--- src/rtl/instr_fetch.sv ---
// ============================================================================
// Module   : instr_fetch
// Brief    : Instruction fetch unit with a one-cycle ROM prime, a one-bubble
//            redirect squash and halt/restart control. Defining FETCH_TRACE_EN
//            adds a saturating valid-instruction counter on Instr_Count.
// Revision : 1.0
// ============================================================================
`default_nettype none

module instr_fetch #(
    parameter int          PC_W     = 10,
    parameter int unsigned RESET_PC = 0
) (
    input  logic            Clk,
    input  logic            Reset,
    input  logic            Start,
    input  logic            Jmp_Flag,
    input  logic            Beq_Flag,
    input  logic            Branch_Taken,
    input  logic [PC_W-1:0] Target,
    input  logic            Halt,
    output logic [PC_W-1:0] Rom_Addr,
    input  logic [8:0]      Rom_Data,
    output logic [8:0]      Instruction,
    output logic            Instr_Valid,
    output logic [PC_W-1:0] Instr_PC,
`ifdef FETCH_TRACE_EN
    output logic [15:0]     Instr_Count,
`endif
    output logic            Done
);

    localparam logic [PC_W-1:0] c_RESET_PC = PC_W'(RESET_PC);

    localparam logic [1:0] c_IDLE   = 2'd0;
    localparam logic [1:0] c_RUN    = 2'd1;
    localparam logic [1:0] c_HALTED = 2'd2;

    logic [1:0]      r_state;
    logic [1:0]      w_state_nxt;
    logic [PC_W-1:0] r_pc;
    logic [PC_W-1:0] r_instr_pc;
    logic            r_valid;
    logic            r_done;

    logic            w_run;
    logic            w_start_acc;
    logic            w_halt;
    logic            w_redirect;

    // State register
    always_ff @(posedge Clk or negedge Reset) begin
        if (!Reset) begin
            r_state <= c_IDLE;
        end else begin
            r_state <= w_state_nxt;
        end
    end

    // Next-state logic
    always_comb begin
        w_state_nxt = r_state;
        case (r_state)
            c_IDLE:   if (Start) w_state_nxt = c_RUN;
            c_RUN:    if (w_halt) w_state_nxt = c_HALTED;
            c_HALTED: if (Start) w_state_nxt = c_RUN;
            default:  w_state_nxt = c_IDLE;
        endcase
    end

    // Control decode; halt outranks any same-cycle jump or branch
    always_comb begin
        w_run       = 1'b0;
        w_start_acc = 1'b0;
        case (r_state)
            c_RUN:    w_run = 1'b1;
            c_IDLE,
            c_HALTED: w_start_acc = Start;
            default:  w_start_acc = 1'b0;
        endcase
        w_halt     = w_run && r_valid && Halt;
        w_redirect = w_run && r_valid && !Halt &&
                     (Jmp_Flag || (Beq_Flag && Branch_Taken));
    end

    // Fetch datapath: the word fetched during a redirect is wrong-path and
    // is squashed by dropping valid for exactly one cycle.
    always_ff @(posedge Clk or negedge Reset) begin
        if (!Reset) begin
            r_pc       <= c_RESET_PC;
            r_instr_pc <= c_RESET_PC;
            r_valid    <= 1'b0;
            r_done     <= 1'b0;
        end else if (w_start_acc) begin
            r_pc    <= c_RESET_PC;
            r_valid <= 1'b0;
            r_done  <= 1'b0;
        end else if (w_halt) begin
            r_valid <= 1'b0;
            r_done  <= 1'b1;
        end else if (w_run) begin
            r_instr_pc <= r_pc;
            r_pc       <= w_redirect ? Target : r_pc + PC_W'(1);
            r_valid    <= !w_redirect;
        end
    end

`ifdef FETCH_TRACE_EN
    logic [15:0] r_count;

    always_ff @(posedge Clk or negedge Reset) begin
        if (!Reset) begin
            r_count <= '0;
        end else if (w_start_acc) begin
            r_count <= '0;
        end else if (r_valid && (r_count != 16'hFFFF)) begin
            r_count <= r_count + 16'd1;
        end
    end

    assign Instr_Count = r_count;
`endif

    assign Rom_Addr    = r_pc;
    assign Instr_PC    = r_instr_pc;
    assign Instr_Valid = r_valid;
    assign Instruction = r_valid ? Rom_Data : 9'h000;
    assign Done        = r_done;

endmodule

`default_nettype wire

--- config.mk ---
export PLATFORM = sky130hd
export DESIGN_NAME = instr_fetch
export DESIGN_NICKNAME = d
export VERILOG_FILES = /design/src/rtl/instr_fetch.sv
export SDC_FILE = /design/constraint.sdc
export NUM_CORES = 1
export LEC_CHECK = 0
export CAP_MARGIN = 20
export CELL_PAD_IN_SITES_DETAIL_PLACEMENT = 1
export CELL_PAD_IN_SITES_GLOBAL_PLACEMENT = 2
export CORE_ASPECT_RATIO = 1.25
export CORE_MARGIN = 3
export CORE_UTILIZATION = 22
export CTS_CLUSTER_DIAMETER = 80
export DETAILED_ROUTE_END_ITERATION = 16
export HOLD_SLACK_MARGIN = 0.08
export PLACE_DENSITY = 0.76
export SYNTH_ARGS = -nofsm -noshare
export SYNTH_HDL_FRONTEND = slang
export SYNTH_SLANG_ARGS = --single-unit
export TNS_END_PERCENT = 50
--- constraint.sdc ---
create_clock -name Clk -period 1.7 [get_ports Clk]
set_clock_uncertainty 0.2 [all_clocks]
set_input_delay 0.34 -clock Clk [delete_from_list [all_inputs] [get_ports Clk]]
set_output_delay 0.34 -clock Clk [all_outputs]
set_load 0.005 [all_outputs]
# ---- Word-level counts from Yosys, hierarchy flattened
# Index checks and enable logic that the tools add are counted.
dict set report classes {
  add_sub_neg 1
  n_eq_ne 5
  bitwise 2
  mux 15
  reduce_logical 16
}
# operator count
set ops {}
lappend ops {{2-to-1 mux 10 bit} 4}
lappend ops {{adder 10 x 1 -> 10 bit (second input constant)} 1}
lappend ops {{2-to-1 mux 9 bit} 1}
lappend ops {{2-to-1 mux 1 bit} 7}
lappend ops {{logical AND 1 bit} 5}
lappend ops {{2-to-1 mux 2 bit} 2}
lappend ops {{inequality test 2 bit (second input constant)} 2}
lappend ops {{one-hot mux 2 bit (2 select lines)} 1}
lappend ops {{AND reduction 2 bit} 2}
lappend ops {{nonzero test 2 bit} 2}
lappend ops {{AND reduction 3 bit} 1}
lappend ops {{nonzero test 3 bit} 1}
lappend ops {{equality test 2 x 1 -> 1 bit (second input constant)} 1}
lappend ops {{equality test 2 bit (second input constant)} 1}
lappend ops {{logical NOT 1 bit} 2}
lappend ops {{logical NOT 2 bit} 1}
lappend ops {{inequality test 2 x 1 -> 1 bit (second input constant)} 1}
lappend ops {{NOT 1 bit} 2}
lappend ops {{OR reduction 2 bit} 1}
lappend ops {{logical OR 1 bit} 1}
dict set report totals {
  output_inout_bits 31
  wordCells 44
  input_bits 26
  regBits 24
}

# ---- Longest topological paths before layout
dict set report depth {
  ltp_word 9
  ltp_mapped 5
}

# ---- Worst setup path after synthesis
# Ideal clock, no wire load.
dict set report synth_timing {
  path_type {reg-to-reg}
  start {register r_valid, in the netlist Instr_Valid}
  end {register r_pc[9], in the netlist Rom_Addr[9]}
  period_less_slack_ns 1.611
  slack_ns 0.089
  stages_incl_launch_ff 5
  setup_time_ns 0.069
  arrival_ns 1.343
  cell_sequence {dfrtp_1 > and4bb_4 > and2_4 > or4_1 > nand3_1}
}
dict set report synth_between {
  elab_chain_len 7
  word_cells_on_any_way 10
  classes_between {1 x eq/ne; 4 x mux; 5 x reduce/logical}
}
# item line
set synth_rtl {}
lappend synth_rtl {{start: declaration} 43} ;# logic r_valid;
lappend synth_rtl {{start signal: assignment} 104} ;# r_valid <= !w_redirect;
lappend synth_rtl {{logical AND 1 bit (*)} {81, 82}}
lappend synth_rtl {{logical AND 1 bit (2 in a row)} 82} ;# w_redirect = w_run && r_valid && !Halt &&
lappend synth_rtl {{2-to-1 mux 10 bit} 103} ;# r_pc <= w_redirect ? Target : r_pc + PC_W'(1);
lappend synth_rtl {{2-to-1 mux 10 bit} 101} ;# end else if (w_run) begin
lappend synth_rtl {{2-to-1 mux 10 bit} 98} ;# end else if (w_halt) begin
lappend synth_rtl {{2-to-1 mux 10 bit} 94} ;# end else if (w_start_acc) begin
lappend synth_rtl {{end signal: assignment} 90} ;# r_pc <= c_RESET_PC;
lappend synth_rtl {{end signal: assignment} 95} ;# r_pc <= c_RESET_PC;
lappend synth_rtl {{end signal: assignment} 103}
lappend synth_rtl {{end: declaration} 41} ;# logic [PC_W-1:0] r_pc;
# Every way passes the cells marked *; elsewhere a longest branch is shown, timed or not. The select of a mux whose other input is x is not followed.
# A chain may end at the register's enable or synchronous reset.

# ---- Final worst setup path
# Ends and elaborated chain as after synthesis.

==> results.cfg <==
[outcome]
outcome = finished, violations left
violations = negative setup slack

[power_and_ir_drop]
irDropWorstVdd_mv = 0.565
p_total_uw = 3220
power.density_nw_per_um2 = 1460
p_leak_uw = 0.00118

[timing]
rsz0062_at_grt = yes
hold_violations = 0
fin_crit_ns = 1.76
fmax_ghz = 0.567
report.final.slew_viol_count = 0
fin_crit_sh = 1.04
worst_pin_slew_ns = 0.340
relSlewSlack = 0.773
setup_ws_ns = -0.0632
finalSetupViolations = 3
tns_ns = -0.0743

[final_layout]
drive_gt1_frac = 0.288
stdcell_count = 284
seqCellArea_um2 = 606
area_growth_syn_to_layout_pct = 78.2
n_antenna_cell = 0
fill_cells = 606
multiInputGateArea_um2 = 664
nets = 250

[logic_synthesis]
ys_seq_area_frac = 0.484
synth_commonest_cells = nand2_1, dfrtp_1, and2_1
synth-adder-area-share = 0.0101
synth-edff-count = 0
synth-simple-area-share = 0.259
synth_cell_type_count = 35
synth-compound-area-share = 0.183
synth_xor_area_frac = 0.0141
yosys-top-cells-area = dfrtp_1, nand2_1, and2_1
synthMuxAreaShare = 0.00806
synthArstFlopShare = 1.00
synth_top_area_share = 0.484
ys_warn_count = 0
yosysTopAreaCell = dfrtp_1
synth_seq_cells = 24
netlist_area_um2 = 1240
postSynthCellCount = 141
syn-num-nets = 168
synthMostInstantiatedCell = nand2_1
synth_ff_type = dfrtp_1
synth_top_family_by_area = simple AND/OR/NAND/NOR gates
avgSynthCellArea_um2 = 8.80

[drt]
via_per_inst = 4.81
num_vias = 1366
drt_iter0_markers = 84
wl_per_cell_um = 16.4
totalWireLength_mm = 4.67
drcViolationCount = 0
ant_nets = 0
first_pass_iters = 4

[setup_path]
required_ns = 1.71
reg2regPathDepth = 5
worstPathArrival_ns = 1.77
r2r_setup_slack_ns = -0.06
path_class = reg -> reg
cp_max_fo = 5
end_kind = register
cp-start-kind = register

[die]
ios = 57
rows = 29
initial_core_util = 0.236
die_x_um = 73.2
dieArea_um2 = 6580
die_y_um = 90.0
core_um2 = 5260

[grt]
overflow = 0
track_usage = 0.144
grt_first_pass_wirelength_mm = 7.65
grt_max_degree = 25
antenna_found_initial = 0
grt_pass1_vias = 1552

[cts]
cts_tree = built
clk_latency_ns = 0.27
clock_tree.buffer_depth = 2
cts_hold_buf = 0
htree_levels = 1
cts_sinks = 24
cts.clk_slew.worst_paths_ns = 0.10
cts-root-buf = clkbuf_8
cts_buffers = 3

[place]
place_inst = 270
io_buffers = 56
gp_congestion = 0.769
hpwl_mm = 3.33

[run]
cap_viol_max_count = 0

[min_path]
hold_class = in -> async
state kept, by name, summed over array words and instances (netlist names):
register,flops
Instr_PC,10
Rom_Addr,10
Done,1
r_state,2
Instr_Valid,1
what timing repair did:
action,in CTS,in global routing
gates resized for setup,55,34
endpoints found under the setup margin,30,29
setup buffers,10,0
gates cloned,0,1
pin swaps,1,2
layout make-up:
| type | instances | area share |
|---|---|---|
| Clock inverter | 1 | 0.0136 |
| Inverter | 6 | 0.0102 |
| Tap cell | 62 | 0.0351 |
| Clock buffer | 3 | 0.0187 |
| Sequential cell | 24 | 0.274 |
| Timing Repair Buffer | 83 | 0.348 |
| Multi-Input combinational cell | 105 | 0.300 |
final timing paths:
| kind | end | start |
|---|---|---|
| setup / recovery | Rom_Addr[9] | Instr_Valid |
| hold / removal | Instr_PC[2] | Reset |
| setup reg to reg | Rom_Addr[9] | Instr_Valid |
| hold reg to reg | Instr_PC[5] | Instr_PC[5] |
| max in group asynchronous | Rom_Addr[0] | Reset |
| min in group Clk | Instr_PC[5] | Instr_PC[5] |
logic make-up (layout without fill, tap and decap cells):
| kind of cell | count (synthesis) | after routing |
|---|---|---|
| and+or+nand+nor | 65 | 65 |
| DFF | 24 | 24 |
| AOI/OAI and AO/OA | 36 | 36 |
| adders and majority gates | 1 | 1 |
| muxes | 1 | 1 |
| xor gates and xnor gates | 2 | 2 |
| buffers and inverters | 12 | 93 |
worst max-delay path: stages (launching register included):
cell and delay, ns:
dfrtp_2 0.46, buf_6 0.13, and4bb_4 0.20, and2_4 0.16, or4_4 0.47, nand3_2 0.08
per-stage QoR:
| stage | area, µm² | utilization | hold slack, ns | worst slack [ns] |
|---|---|---|---|---|
| global route | 2210 | 0.420 | 0.266 | -0.113 |
| floorplan | 1240 | - | -0.156 | 0.0886 |
| finish | 2210 | 0.420 | 0.237 | -0.0632 |
| global placement | 1990 | 0.378 | 0.257 | -0.343 |
| CTS | 2110 | 0.402 | 0.247 | -0.0682 |
| detailed placement | 1990 | 0.378 | 0.268 | -0.383 |
cell usage in the layout, fill, tap and decap left out, drive strengths merged, types with 2 or more instances in the layout:
master         netlist  routed
a21oi                9       9
a22oi                5       5
a31oi                3       3
and2                11      11
buf                  3      33
clkbuf               3       4
clkdlybuf4s15        0       2
clkdlybuf4s50        0      25
dfrtp               24      24
dlygate4sd2          0      11
dlymetal6s2s         0      11
inv                  6       6
nand2               34      34
nand2b               2       2
nand3                3       3
nand4                3       3
nor2                 5       5
o21ai                8       8
o22ai                4       4
metal layers:
metal	track usage	share of wire	up-vias
met5	0	0	-
met2	0.251	0.52	30
met1	0.175	0.42	670
li1	-	-	660
met3	0.0257	0.040	6
met4	0.0431	0.015	0
report_power, final:
part | switching [µW] | internal, µW
sequential | 152 | 765
clock | 200 | 315
combinational | 863 | 929
Note: power is estimated with default switching activity, not from simulation.
